$ cat config.mk
export PLATFORM = sky130hd
export DESIGN_NAME = mem_bus_ctrl
export DESIGN_NICKNAME = d
export VERILOG_FILES = /design/src/rtl/mem_bus_ctrl.sv
export SDC_FILE = /design/constraint.sdc
export NUM_CORES = 1
export LEC_CHECK = 0
export CORE_UTILIZATION = 38
export CTS_CLUSTER_SIZE = 16
export DETAILED_ROUTE_END_ITERATION = 7
export PLACE_DENSITY = 0.88
export SLEW_MARGIN = 30
export SYNTH_ARGS = -nofsm -noshare
export SYNTH_HDL_FRONTEND = slang
export SYNTH_SLANG_ARGS = --single-unit
$ cat constraint.sdc
create_clock -name Clock -period 1.65 [get_ports Clock]
set_input_delay 0.4125 -clock Clock [delete_from_list [all_inputs] [get_ports Clock]]
set_output_delay 0.4125 -clock Clock [all_outputs]
set_load 0.02 [all_outputs]
$ cat src/rtl/mem_bus_ctrl.sv
// Single-word external SRAM access controller: IDLE -> ACCESS -> DONE strobe/ready handshake
// with a minimum wait-state count and an access timeout; all outputs registered.
module mem_bus_ctrl #(
    parameter int MIN_WAIT = 0,
    parameter int TIMEOUT  = 16
) (
    input  logic        Clock,
    input  logic        nReset,
    input  logic        Req,
    input  logic        Write,
    input  logic [15:0] SysBus,
    input  logic [15:0] WData,
    output logic        Busy,
    output logic        Done,
    output logic        Error,
    output logic [15:0] DataIn,
    output logic [15:0] MemAddr,
    output logic [15:0] MemWData,
    input  logic [15:0] MemRData,
    output logic        nME,
    output logic        nOE,
    output logic        nWE,
    input  logic        Ready
);
    localparam int CW = $clog2(TIMEOUT + 1);

    typedef enum logic [1:0] {S_IDLE, S_ACCESS, S_DONE} state_t;

    state_t        r_state;
    logic [CW-1:0] r_cnt;
    logic          r_write;
    logic          w_min_ok;
    logic          w_rdy_ok;
    logic          w_timeout;

    // With no wait states the count check is always satisfied; avoid a vacuous compare.
    generate
        if (MIN_WAIT == 0) begin : g_nowait
            assign w_min_ok = 1'b1;
        end else begin : g_wait
            assign w_min_ok = (r_cnt >= CW'(MIN_WAIT));
        end
    endgenerate

    assign w_rdy_ok  = Ready && w_min_ok;
    assign w_timeout = (r_cnt == CW'(TIMEOUT - 1));

    always_ff @(posedge Clock or negedge nReset) begin
        if (!nReset) begin
            r_state  <= S_IDLE;
            r_cnt    <= '0;
            r_write  <= 1'b0;
            Busy     <= 1'b0;
            Done     <= 1'b0;
            Error    <= 1'b0;
            DataIn   <= 16'h0000;
            MemAddr  <= 16'h0000;
            MemWData <= 16'h0000;
            nME      <= 1'b1;
            nOE      <= 1'b1;
            nWE      <= 1'b1;
        end else begin
            case (r_state)
                S_IDLE: begin
                    if (Req) begin
                        r_state  <= S_ACCESS;
                        r_cnt    <= '0;
                        r_write  <= Write;
                        MemAddr  <= SysBus;
                        MemWData <= WData;
                        Busy     <= 1'b1;
                        nME      <= 1'b0;
                        nOE      <= Write;
                        nWE      <= !Write;
                    end
                end
                S_ACCESS: begin
                    r_cnt <= r_cnt + CW'(1);
                    // A valid Ready on the timeout edge still completes successfully.
                    if (w_rdy_ok || w_timeout) begin
                        if (w_rdy_ok && !r_write)
                            DataIn <= MemRData;
                        r_state <= S_DONE;
                        Done    <= 1'b1;
                        Error   <= !w_rdy_ok;
                        nME     <= 1'b1;
                        nOE     <= 1'b1;
                        nWE     <= 1'b1;
                    end
                end
                S_DONE: begin
                    r_state <= S_IDLE;
                    Busy    <= 1'b0;
                    Done    <= 1'b0;
                    Error   <= 1'b0;
                end
                default: begin
                    r_state <= S_IDLE;
                end
            endcase
        end
    end
endmodule
==> results.md <==
* Crit path cell chain: dlygate4sd2_1
* IO Port Bufs at 106
* Crit-path max cell delay at 0.53 ns
* Met1 Track Usage GR at 20.9%
* Cell Pwr Density at 1760 nW/um2
* Top-count cell post-synth: nand2_1
* GP Congestion at 0.803
* Status: completed
* Number of flops mapped to enable cells by yosys at 0
* Post-cts resize count at 54
* Post-DP HPWL at 4.16 mm
* Top cells by count, synth: 101 x nand2_1, 59 x dfrtp_1, 10 x mux2_4
* Routed via count at 1,960
* CP max-delay cell: dfstp_2
* Seq/Total Area, Yosys at 63.1%
* Antenna-violating nets left at 0
* Final worst path period need at 1.60 ns
* CP bufs+invs at 1
* ANT cells at 0
* Std-Cell Rows at 28
* CP arrival at ~1.2 ns
* Fin crit share at 96.7%
* IO Count at 107
* Die area at about 7000 um2
* Synth Net Count at ~280
* Top_reg_cell synth: dfrtp_1
* Distinct cells, synth at 27
* Die X at between 80 and 90 um
* Post-synth ARST share at 100%
* Post-route setup slack at 0.0548 ns
* Final slew viol count at 0
* H-tree levels at 3
* Worst slack, placed at -0.233 ns
* Final Hold Vio Count at 0
* Clock slew at reported path FFs at about 0.070 ns
* Crit path max-delay family: flip-flops
* Core area at 6100 um2
* First-pass GRT wire length at 9.07 mm
* Post-Synthesis Cells at 226
* Share of layout cells above drive strength 1 at 14.1%
* Clock sinks at 62
* VDD IR-drop max at between 0.0008 and 0.0009 V
* Syn Std Cell Area at 2460 um2
* Clock buffer count from CTS at 9
* Max Freq at 627 MHz
* Hold_buf cts at 0
* GRT overflow at 0
* Initial Util at roughly two fifths
* Via density at 4.63
* Cell taking the most area after synthesis: dfrtp_1
* Final setup viols at 0
* RSZ-0062 raised after global routing: false
* WL per Instance at 13.5 um
* Synth Area per Inst at between 10 and 15 um2
* Slew headroom at 74.2%
* Area grow syn2layout at 55.7%
* DR pass1 iterations at 2
* Crit Path Class: flop to primary output
* Yosys warnings at 0
* Seq cells post-synth at 62
* Drt drc at 0
* Leak pwr at 1.95 nW
* Worst skew pair latency at 0.32 ns
* Grt met3 use at 4.62%
* Total length of routed wires at 5.69 mm
* Worst Hold Class: input pin to async pin
* Data required, critical path at ~1.2 ns
* Crit-path max FO at 2
* Clk_skew at 0.0102 ns
* Vias in the first global route at 2,018
* CTS tree: yes
* Synth area leaders: dfrtp_1 60%, nand2_1 15%, mux2_4 6.1%, dfstp_2 3.2%, mux2_2 2.7%
* Largest net degree at the start of global routing at 63
* GRT Overall Usage at a little under a fifth
* Die H at 82.5 um
* Top cell type's share of synthesized area at 59.9%
* Initial DRC count at 67
* Clock root buffer: clkbuf_8
* Tightest Pin Transition at 0.387 ns
* CP Capture Type: primary output
* Top Usage Layer GRT: met2
* CP Launch Type: flop
* Hold_ws at 0.0902 ns
* Clock tree buffer depth at 2
* Fin nets at 399
* Max-Cap Viols at 0
* Grt met2 use at 31.8%
* Setup Fix Bufs, Post-CTS at 0
* Initial antenna violation count at 0
[cells in the final DEF (no fill, tap or decap), drive strengths merged]
master / n
a21o: 3
a21oi: 2
a2bb2oi: 1
and3: 1
buf: 13
bufinv: 2
clkbuf: 11
clkdlybuf4s50: 51
clkinv: 2
dfrtp: 59
dfstp: 3
dlygate4sd2: 54
ha: 2
inv: 4
mux2: 16
mux2i: 1
nand2: 101
nand2b: 1
nand3: 4
nor2: 2
nor3: 1
nor3b: 2
o211ai: 2
o21a: 1
o21ai: 5
o22a: 1
o31ai: 2
or3b: 1
[through the flow]
| stage | cell area [um2] | util [%] | power (mW) | TNS [ns] | instances |
|---|---|---|---|---|---|
| after floorplan | 2460 | - | 4.14 | 0 | 226 |
| after global placement | 3680 | 60.4 | 5.66 | -8.56 | 408 |
| after detailed placement | 3680 | 60.4 | 5.79 | -10.43 | 408 |
| after CTS | 3840 | 63.0 | 6.85 | 0 | 423 |
| after global routing | 3840 | 63.0 | 7.19 | 0 | 423 |
| final | 3840 | 63.0 | 6.75 | 0 | 423 |
[report_power, final]
group,switching (mW),internal (mW)
sequential,0.356,2.18
clock,0.547,0.920
combinational,1.53,1.22
[registers in the layout (all words and copies together) (netlist names)]
register and cells:
Error 1, nOE 1, nME 1, r_state 2
r_write 1, DataIn 16, r_cnt 5, Busy 1
MemWData 16, nWE 1, Done 1, MemAddr 16
[layout make-up]
class	instances	area, um2
Fill cell	536	2260
Sequential cell	62	1560
Timing Repair Buffer	118	1120
Multi-Input combinational cell	149	836
Clock buffer	11	151
Tap cell	75	93.8
Clock inverter	4	70.1
Inverter	4	15.0
[per-layer routing]
metal	wire, um	vias to the layer above	part of all wire (%)
met4	73	0	1.3
met3	360	10	6.3
li1	-	961	-
met2	2870	65	50
met5	0	-	0
met1	2400	924	42
[logic make-up after synthesis]
kind of cell               Yosys count  synth area share, %
adders and majority gates            2                 1.02
buffers and inverters               15                 3.25
muxes                               17                 9.24
and+or+nand+nor                    113                 18.8
AOI/OAI and AO/OA                   17                 4.57
DFF                                 62                 63.1
[path summary, 6_finish.rpt]
path                                        startpoint                 endpoint  slack, ns  cells past startpoint
max in group asynchronous                       nReset          nME$_DFFE_PN1P_       1.24                      2
min in group Clock              MemAddr[0]$_DFFE_PN0P_   MemAddr[0]$_DFFE_PN0P_       0.47                      2
worst max register to register    r_cnt[0]$_DFFE_PN0P_          nWE$_DFFE_PN1P_       0.11                      6
worst min-delay path                            nReset  MemAddr[14]$_DFFE_PN0P_       0.09                      2
worst max-delay path                   nWE$_DFFE_PN1P_                      nWE       0.05                      1
worst min register to register  MemAddr[0]$_DFFE_PN0P_   MemAddr[0]$_DFFE_PN0P_       0.47                      2
(Power assumes the default switching activity.)
